<file path="src/rtl/regfile_dump.sv">
// Streams register-file contents as (index, data) beats: reads a pair per FETCH, then emits even then odd.
// First beat 2 cycles after start, 3 cycles per pair; a beat holds until out_ready, abort cancels at any time.
module regfile_dump #(
  parameter int NUM_REGS = 32
) (
  input  logic        CLK,
  input  logic        RESET_N,
  input  logic        start,
  input  logic        abort,
  output logic [4:0]  ReadRegister1,
  output logic [4:0]  ReadRegister2,
  input  logic [31:0] ReadData1,
  input  logic [31:0] ReadData2,
  output logic        out_valid,
  input  logic        out_ready,
  output logic [4:0]  out_index,
  output logic [31:0] out_data,
  output logic        busy,
  output logic        done
);

  typedef enum logic [2:0] {IDLE, FETCH, SEND0, SEND1, DONE} state_t;

  localparam logic [4:0] LAST_PTR = 5'(NUM_REGS - 2);

  state_t      state;
  logic [4:0]  ptr;
  logic [31:0] buf0;
  logic [31:0] buf1;

  // ptr is always even, so the odd partner is ptr with bit 0 set
  assign ReadRegister1 = ptr;
  assign ReadRegister2 = ptr | 5'd1;

  always_ff @(posedge CLK) begin
    if (!RESET_N) begin
      state     <= IDLE;
      ptr       <= 5'd0;
      buf0      <= 32'd0;
      buf1      <= 32'd0;
      out_valid <= 1'b0;
      out_index <= 5'd0;
      out_data  <= 32'd0;
      busy      <= 1'b0;
      done      <= 1'b0;
    end else begin
      done <= 1'b0;
      if (abort && state != IDLE) begin
        state     <= IDLE;
        ptr       <= 5'd0;
        out_valid <= 1'b0;
        busy      <= 1'b0;
      end else begin
        case (state)
          IDLE: begin
            if (start && !abort) begin
              state <= FETCH;
              ptr   <= 5'd0;
              busy  <= 1'b1;
            end
          end
          FETCH: begin
            buf0      <= ReadData1;
            buf1      <= ReadData2;
            out_valid <= 1'b1;
            out_index <= ptr;
            out_data  <= ReadData1;
            state     <= SEND0;
          end
          SEND0: begin
            if (out_ready) begin
              out_index <= ptr | 5'd1;
              out_data  <= buf1;
              state     <= SEND1;
            end
          end
          SEND1: begin
            if (out_ready) begin
              out_valid <= 1'b0;
              if (ptr == LAST_PTR) begin
                state <= DONE;
                busy  <= 1'b0;
                done  <= 1'b1;
              end else begin
                ptr   <= ptr + 5'd2;
                state <= FETCH;
              end
            end
          end
          DONE: begin
            state <= IDLE;
            ptr   <= 5'd0;
          end
          default: state <= IDLE;
        endcase
      end
    end
  end

endmodule
</file>
<file path="config.mk">
export PLATFORM = sky130hd
export DESIGN_NAME = regfile_dump
export DESIGN_NICKNAME = d
export VERILOG_FILES = /design/src/rtl/regfile_dump.sv
export SDC_FILE = /design/constraint.sdc
export NUM_CORES = 1
export LEC_CHECK = 0
export ABC_AREA = 0
export ABC_CLOCK_PERIOD_IN_PS = 2100
export BUFFER_PORTS_ARGS = -buffer_cell sky130_fd_sc_hd__buf_2
export CORE_ASPECT_RATIO = 0.6
export CORE_UTILIZATION = 50
export CTS_CLUSTER_SIZE = 8
export DETAILED_ROUTE_END_ITERATION = 10
export GPL_TIMING_DRIVEN = 0
export PLACE_DENSITY = 0.84
export SYNTH_ARGS = -nofsm -noshare
export SYNTH_HDL_FRONTEND = slang
export SYNTH_SLANG_ARGS = --single-unit
</file>
<file path="constraint.sdc">
create_clock -name CLK -period 2.1 [get_ports CLK]
set_input_delay 0.21 -clock CLK [delete_from_list [all_inputs] [get_ports CLK]]
set_output_delay 0.21 -clock CLK [all_outputs]
set_load 0.02 [all_outputs]
</file>
Yosys cells after proc, flatten, opt, wreduce, memory -nomap -nowiden. Index checks and enable logic that the tools add are counted.

Bitwise gates (word level): 4. $add $sub $neg: 1. Reduce and logical (&&, ||, !) cells: 17. Equality and inequality tests: 10. Muxes and demuxes: 20.

Operators by type and width (number): case mux 32 bit (2 select lines) (1); 2-to-1 mux 32 bit (1); 2-to-1 mux 5 bit (4); case mux 5 bit (3 select lines) (1); 2-to-1 mux 3 bit (4); case mux 3 bit (4 select lines) (1); inequality test 2 bit (second input constant) (5); case mux 5 bit (2 select lines) (1); AND reduction 4 bit (2); == test 3 x 2 -> 1 bit (second input constant) (2); AND reduction 3 bit (2); nonzero test 2 bit (3); nonzero test 3 bit (2); adder 5 x 2 -> 5 bit (second input constant) (1); == test 5 bit (second input constant) (1); 2-to-1 mux 1 bit (5); NOT 1 bit (4); case mux 1 bit (2 select lines) (2); AND reduction 2 bit (2); OR reduction 4 bit (1); == test 3 x 1 -> 1 bit (second input constant) (1); == test 3 bit (second input constant) (1); logical NOT 3 bit (1); logical AND 1 bit (2); other kinds (2) (2).

Bits in registers: 80. Word-level logic and storage cells: 60. Input bits: 69.

Longest topological paths before layout. Gate-level depths: netlist of run 1.

Word-level depth: 4. Mapped depth: 7. Depth with buffers taken out: 4.

Worst setup path before layout of run 1. Ideal clock, no wire load.

Kind: reg-to-reg. Start point: register state[2]. End point: register out_data[10]. Arrival time: 1.341 ns. Stages on the path, launching flop included: 8. Path slack: 0.643 ns. Setup time: 0.116 ns. Cell sequence: dfxtp_1 buf_2 nor2_1 a21boi_4 buf_4 buf_6 nand2_1 o211a_1.

Word-level cells in the longest chain between the ends: 4. Elaborated cells between the ends (all ways): 9.

Ends and longest elaborated chain: start, declared (RTL line 26) `state_t state;`; start signal, assigned (RTL line 37) `state <= IDLE;`; start signal, assigned (RTL line 49) `state <= IDLE;`; start signal, assigned (RTL line 57) `state <= FETCH;`; parallel branches: the longest is 4 deep, another holds == test 3 x 2 -> 1 bit; end signal, assigned (RTL line 67) `out_data <= ReadData1;`; end signal, assigned (RTL line 73) `out_data <= buf1;`; end, declared (RTL line 17) `output logic [31:0] out_data,`.

Several ways; the timed one is not identified. A chain may end at the register's enable or synchronous reset.

Final worst setup path of run 1.
Start point: register state[2]. End point: register out_data[23].

Same word-level chain as after synthesis.

==> impl_results.md, run 1 <==
- Tot Pwr: between 4000 and 5000 µW
- Cts hold-fix bufs: 0
- GP Congestion: 0.851
- Die height: 66.9 µm
- Largest net degree at the start of global routing: 13
- Iter 0 DRT Violations: 239
- Synth Area in Adders: 0.357%
- Max-slew violation count: 0
- Core Area: 0.00673 mm²
- Total GRT Usage: 25.4%
- Root Buffer: clkbuf_16
- Post-synthesis mux area share: ~11%
- Fraction of the cycle the final worst path needs: 86.0%
- Routed wire length per instance: 15.3 µm
- DR DRC count: 0
- Most used DFF post-synth: dfxtp_1
- Worst Path Arrival: 2030 ps
- Worst R2R End: out_data[23]$_SDFFE_PN0P_
- Worst path cell trace: buf_2, nor2_1, a21boi_4, buf_4, buf_6, nand2_1, o211a_1
- Vias in the first global route: 2,896
- Compound-cell area share of the yosys netlist: 20.6%
- Fillers: 578
- Post-CTS resize count: 0
- Worst Path Class, Setup: reg2reg
- Initial antenna violation count: 0
- Htree depth: 3
- Max Fclk: 0.554 GHz
- Area of the multi-input gates: 0.00171 mm²
- Maximum vdd drop: about 700 µV
- Hold Crit Start: ReadData2[1]
- Final setup vio count: 0
- Most common cell after layout, fill and taps aside: buf_2
- Clock Latency Late Sink: between 300 and 400 ps
- Ys Warns: 0
- Worst hold path stage count: 3
- Site row count: 23
- Worst R2R Setup Slack: 290 ps
- Total grt overflow: 0
- Clock Tree Buf Depth: 2
- DR pass1 iterations: 4
- Clock skew: just over 3 ps
- Critical Path Fanout Max: 10
- Synth unique cells: 44
- Most frequent cells in the layout: buf_2, nand2_1, dfxtp_1
- Simple-Gate Fraction of Synth Area: 16.6%
- Asr flop ratio synth: 0%
- Routed vias: 3,124
- Largest family of logic cells by synthesized area: compound AO/OA/AOI/OAI gates
- Final min period: 1810 ps
- Nature of the critical path startpoint: register
- EDFF count, synth: 0
- Yosys reg bits: 79
- Die area: about 0.0074 mm²
- Power Density: a little over 1000 mW/mm²
- Synth-to-layout area growth: 28.5%
- Nets: 569
- Vias per Instance: 5.29
- IO buf count: 115
- Post-Synth XOR/XNOR Area: 0%
- Routed WL: just over 9000 µm
- Hold Crit Endpoint: buf1[1]$_SDFFE_PN0P_
- RSZ-0062 raised after global routing: false
- Syn avg cell area: between 9 and 10 µm²
- Io pins: 119
- Pleak: 0.00228 µW
- CTS sink count: about 80
- Gate Count Post-Synth: 373
- Crit-path slowest cell: a21boi_4
- Reg2reg path depth: 7
- CTS tree: yes
- First-pass GRT wire length: 13,700 µm
- Post-route ant nets: 0
- Seq/Total Area, Yosys: 45.1%
- Postcts setup bufs: 0
- Worst hold path type: in2reg
- Die Width: between 100 and 150 µm
- Sequential cell area: ~0.0016 mm²
- Fraction of layout cells with a size suffix above 1: 32.0%
- Post-synth net total: 443
- Detailed placement HPWL: 6670 µm
- Cell area after synthesis: 0.00350 mm²
- CP Capture Type: register
- Status: completed
- Hold slack: 110 ps
- Worst-path clk slew: 60 ps
- Setup TNS: 0 ps
- CP max stage delay: 370 ps
- Fin. Hold Viols: 0
- Max-Cap Viols: 0
- Effective utilization at floorplan: a little over half
- Data required time of the worst path: 2320 ps
- CTS Buf Count: 9
- R2R Path Start: state[2]$_SDFFE_PP0P_
- N_diodes: 0
## stage by stage
stage	worst slack [ps]	util (%)	std cells	instance area, µm²
floorplan	643	-	373	3500
global placement	374	62.2	575	4190
detailed placement	347	62.2	575	4190
CTS	327	66.9	590	4500
global route	213	66.9	590	4500
finish	294	66.9	590	4500
## worst max-delay path: cells and delay by family (launching register included)
family	cells	cell delay, ps
simple gates	2	300
buf+inv	3	610
compound gates	2	500
flops	1	290
## sequential cells by signal (all words and copies together) (netlist names)
name,cells
buf1,32
out_data,32
out_index,5
ReadRegister1,4
state,3
busy,1
done,1
out_valid,1
## synthesized netlist by cell type (2+ instances only)
cell type    n  area, µm²
buf_2        9       45.0
nand3_1      4       20.0
o21ai_0      3       15.0
a21boi_0    15        113
nor2_1       5       18.8
mux2i_1     38        380
nor2b_1      4       25.0
o211a_1     32        320
conb_1       2       7.51
a31oi_1      2       12.5
buf_4       13       97.6
dfxtp_1     79       1580
nand3b_1     2       15.0
and2_1       2       12.5
nand2b_1     3       18.8
nand2_1    101        379
a21boi_1    17        128
a21oi_1      4       20.0
buf_6        3       33.8
or3_1        2       12.5
clkbuf_1    10       37.5
## where the power goes
part | internal, µW | switching [µW]
clock | 1060 | 578
combinational | 488 | 680
sequential | 1680 | 100
## cell type report
class	count	area share (%)
clock buffers	11	5.39
repair buffers	115	12.8
inverters	1	0.0834
well taps	87	2.42
multi-input cells	258	37.9
plain buffers	35	4.75
flip-flops and latches	79	35.1
clock inverters	4	1.56
## kinds of logic (layout without fill, tap and decap cells)
group,after synthesis,after routing
simple gates,134,134
mux,38,38
buf+inv,36,166
fa+ha+maj,1,1
compound gates,83,83
flops,79,79
other cells,2,2
## metal layers
layer  global-route usage [%]  share of wire (%)  wire [µm]  vias up
met5                        0                  0          0        -
met1                     32.7                 47       4210     1471
met2                     39.9                 46       4130      111
met3                     7.53                7.1        644        7
met4                     10.2               0.69         62        0
li1                         -                  -          -     1535
## how the worst max path moves through the flow
stage                                endpoint  cells past startpoint                  start  slack [ps]
detailed placement  out_data[14]$_SDFFE_PN0P_                      7  state[2]$_SDFFE_PP0P_         350
floorplan           out_data[10]$_SDFFE_PN0P_                      7  state[2]$_SDFFE_PP0P_         640
finish              out_data[23]$_SDFFE_PN0P_                      7  state[2]$_SDFFE_PP0P_         290
CTS                 out_data[14]$_SDFFE_PN0P_                      7  state[2]$_SDFFE_PP0P_         330
global route        out_data[23]$_SDFFE_PN0P_                      7  state[2]$_SDFFE_PP0P_         210
global placement     out_data[7]$_SDFFE_PN0P_                      7  state[2]$_SDFFE_PP0P_         370
(Power assumes the default switching activity.)
==> run 2: changes to the inputs <==
- CORE_UTILIZATION: 50 -> 30
- PLACE_DENSITY: 0.84 -> 0.56
==> impl_results.md, run 2 (same netlist as run 1, synthesis figures left out) <==
- Status: completed (unchanged)
- Crit-path slowest cell: a21boi_4 (unchanged)
- Die area: 0.0121 mm² (was 0.00736 mm²)
- Met2 usage: 22.8% (was 39.9%)
- CTS sink count: 79 (unchanged)
- Total grt overflow: 0 (unchanged)
- Worst Path Arrival: 2000 ps (was 2030 ps)
- Vias per Instance: 4.61 (was 5.29)
- Die height: 85.7 µm (was 66.9 µm)
- DR pass1 iterations: 4 (unchanged)
- Worst Path Buf+Inv: 3 (unchanged)
- RSZ-0062 raised after global routing: false (unchanged)
- Core Area: 0.0113 mm² (was 0.00673 mm²)
- Worst path cell trace: buf_2, nor2_1, a21boi_4, buf_4, buf_6, nand2_1, o211a_1 (unchanged)
- Root Buffer: clkbuf_16 (unchanged)
- Critical Path Fanout Max: 10 (unchanged)
- Effective utilization at floorplan: 30.9% (was 52.0%)
- Largest net degree at the start of global routing: 14 (was 13)
- Worst R2R Setup Slack: 320 ps (was 290 ps)
- Setup TNS: 0 ps (unchanged)
- Detailed placement HPWL: 7130 µm (was 6670 µm)
- Post-route ant nets: 0 (unchanged)
- Initial antenna violation count: 0 (unchanged)
- First-pass GRT wire length: 15,200 µm (was 13,700 µm)
- Routed vias: 3,056 (was 3,124)
- N_diodes: 0 (unchanged)
- Vias in the first global route: 2,964 (was 2,896)
- Fin. Hold Viols: 0 (unchanged)
- Tot Pwr: 4830 µW (was 4590 µW)
- Iter 0 DRT Violations: 82 (was 239)
- Max-slew violation count: 0 (unchanged)
- Util after Layout: 40.9% (was 66.9%)
- Worst hold path stage count: 3 (unchanged)
- Hold Crit Start: ReadData2[2] (was ReadData2[1])
- Met1 global-route usage: 24.0% (was 32.7%)
- Worst Path Class, Setup: reg2reg (unchanged)
- R2R Path Start: state[2]$_SDFFE_PP0P_ (unchanged)
- Post-CTS resize count: 0 (unchanged)
- Top delay family on crit path: buffers and inverters (unchanged)
- Site row count: 30 (was 23)
- Max-Cap Viols: 0 (unchanged)
- Grt peak-use layer: met1 (was met2)
- Final min period: 1780 ps (was 1810 ps)
- CP Capture Type: register (unchanged)
- Placed Cells: 648 (was 575)
- Pleak: 0.00230 µW (was 0.00228 µW)
- Clock Tree Buf Depth: 2 (unchanged)
- Max Fclk: 0.562 GHz (was 0.554 GHz)
- Nature of the critical path startpoint: register (unchanged)
- Routed WL: 9360 µm (was 9050 µm)
- Leading registers by flop count: buf1: 32 flops, out_data: 32 flops, out_index: 5 flops (unchanged)
- Fillers: 1,190 (was 578)
- Final setup margin: 319 ps (was 294 ps)
- Place WS: 317 ps (was 347 ps)
- Met3 Usage GRT: 4.91% (was 7.53%)
- CTS tree: yes (unchanged)
- Synth-to-layout area growth: 32.4% (was 28.5%)
- Most frequent cells in the layout: buf_2, nand2_1, dfxtp_1 (unchanged)
- Nets: 569 (unchanged)
- Final setup vio count: 0 (unchanged)
- Clock skew: 4.72 ps (was 3.10 ps)
- Worst hold path type: in2reg (unchanged)
- Io pins: 119 (unchanged)
- CTS Buf Count: 9 (unchanged)
- GP Congestion: 0.777 (was 0.851)
- Routed wire length per instance: 14.1 µm (was 15.3 µm)
- Die Width: 142 µm (was 110 µm)
- Most common cell after layout, fill and taps aside: buf_2 (unchanged)
- Maximum vdd drop: 423 µV (was 706 µV)
- DR DRC count: 0 (unchanged)
- Fraction of layout cells with a size suffix above 1: 32.2% (was 32.0%)
- Postcts setup bufs: 0 (unchanged)
- Fraction of the cycle the final worst path needs: 84.8% (was 86.0%)
- Cts hold-fix bufs: 0 (unchanged)
- Reg2reg path depth: 7 (unchanged)
- Clock Latency Late Sink: 330 ps (about the same)
- Worst-path clk slew: 60 ps (about the same)
- Htree depth: 3 (unchanged)
- Power Density: 1040 mW/mm² (was 1020 mW/mm²)
- Finished Layout Cells: 663 (was 590)
- Total GRT Usage: 16.2% (was 25.4%)
- Hold Crit Endpoint: buf1[2]$_SDFFE_PN0P_ (was buf1[1]$_SDFFE_PN0P_)
- CP max stage delay: 350 ps (was 370 ps)
- IO buf count: 115 (unchanged)
- Data required time of the worst path: 2320 ps (about the same)
- Worst R2R End: out_data[11]$_SDFFE_PN0P_ (was out_data[23]$_SDFFE_PN0P_)
==> run 2: changes by cell type in the layout (fill, tap and decap cells not counted), sizes merged <==
cell / previous run / this run
clkbuf: 21 / 19
bufinv: 2 / 4
==> run 2: layout make-up <==
cell class                      instances  area [µm²]  share of cell area [%]
Clock inverter                          6         134                    2.89
Tap cell                              160         200                    4.31
Timing Repair Buffer                  115         576                    12.4
Sequential cell                        79        1580                    34.1
Multi-Input combinational cell        258        1710                    36.8
Clock buffer                            9         225                    4.85
Buffer                                 35         214                    4.61
Inverter                                1        3.75                  0.0809
==> run 2: per-stage QoR <==
stage | area [µm²] | hold WS [ps]
finish | 4640 | 115
global route | 4640 | 104
CTS | 4640 | 100
detailed placement | 4280 | 446
global placement | 4280 | 443
floorplan | 3500 | 345
==> run 2: routing by layer <==
metal,vias up,share of wire [%]
li1,1541,-
met1,1423,54
met2,89,40
met3,3,6.0
met4,0,0.40
met5,-,0
==> run 2: worst max path at each step <==
stage | from | to | slack, ps | cells past startpoint
floorplan | state[2]$_SDFFE_PP0P_ | out_data[10]$_SDFFE_PN0P_ | 640 | 7
global placement | state[2]$_SDFFE_PP0P_ | out_data[6]$_SDFFE_PN0P_ | 320 | 7
detailed placement | state[2]$_SDFFE_PP0P_ | out_data[11]$_SDFFE_PN0P_ | 320 | 7
CTS | state[2]$_SDFFE_PP0P_ | out_data[11]$_SDFFE_PN0P_ | 300 | 7
global route | state[2]$_SDFFE_PP0P_ | out_data[13]$_SDFFE_PN0P_ | 150 | 7
finish | state[2]$_SDFFE_PP0P_ | out_data[11]$_SDFFE_PN0P_ | 320 | 7
==> run 2: power breakdown <==
| group | leakage (µW) | total, µW | switching (µW) | internal (µW) |
|---|---|---|---|---|
| clock network | 0.000175 | 1890 | 613 | 1270 |
| logic | 0.00148 | 1160 | 677 | 487 |
| registers | 0.000641 | 1780 | 102 | 1680 |
==> run 2: tightest hold or removal path: cells and delay by family <==
| family | cells | cell delay [ps] |
|---|---|---|
| AO/OA/AOI/OAI | 1 | 50 |
| AND/OR/NAND/NOR | 1 | 40 |
| buffers and inverters | 1 | 90 |
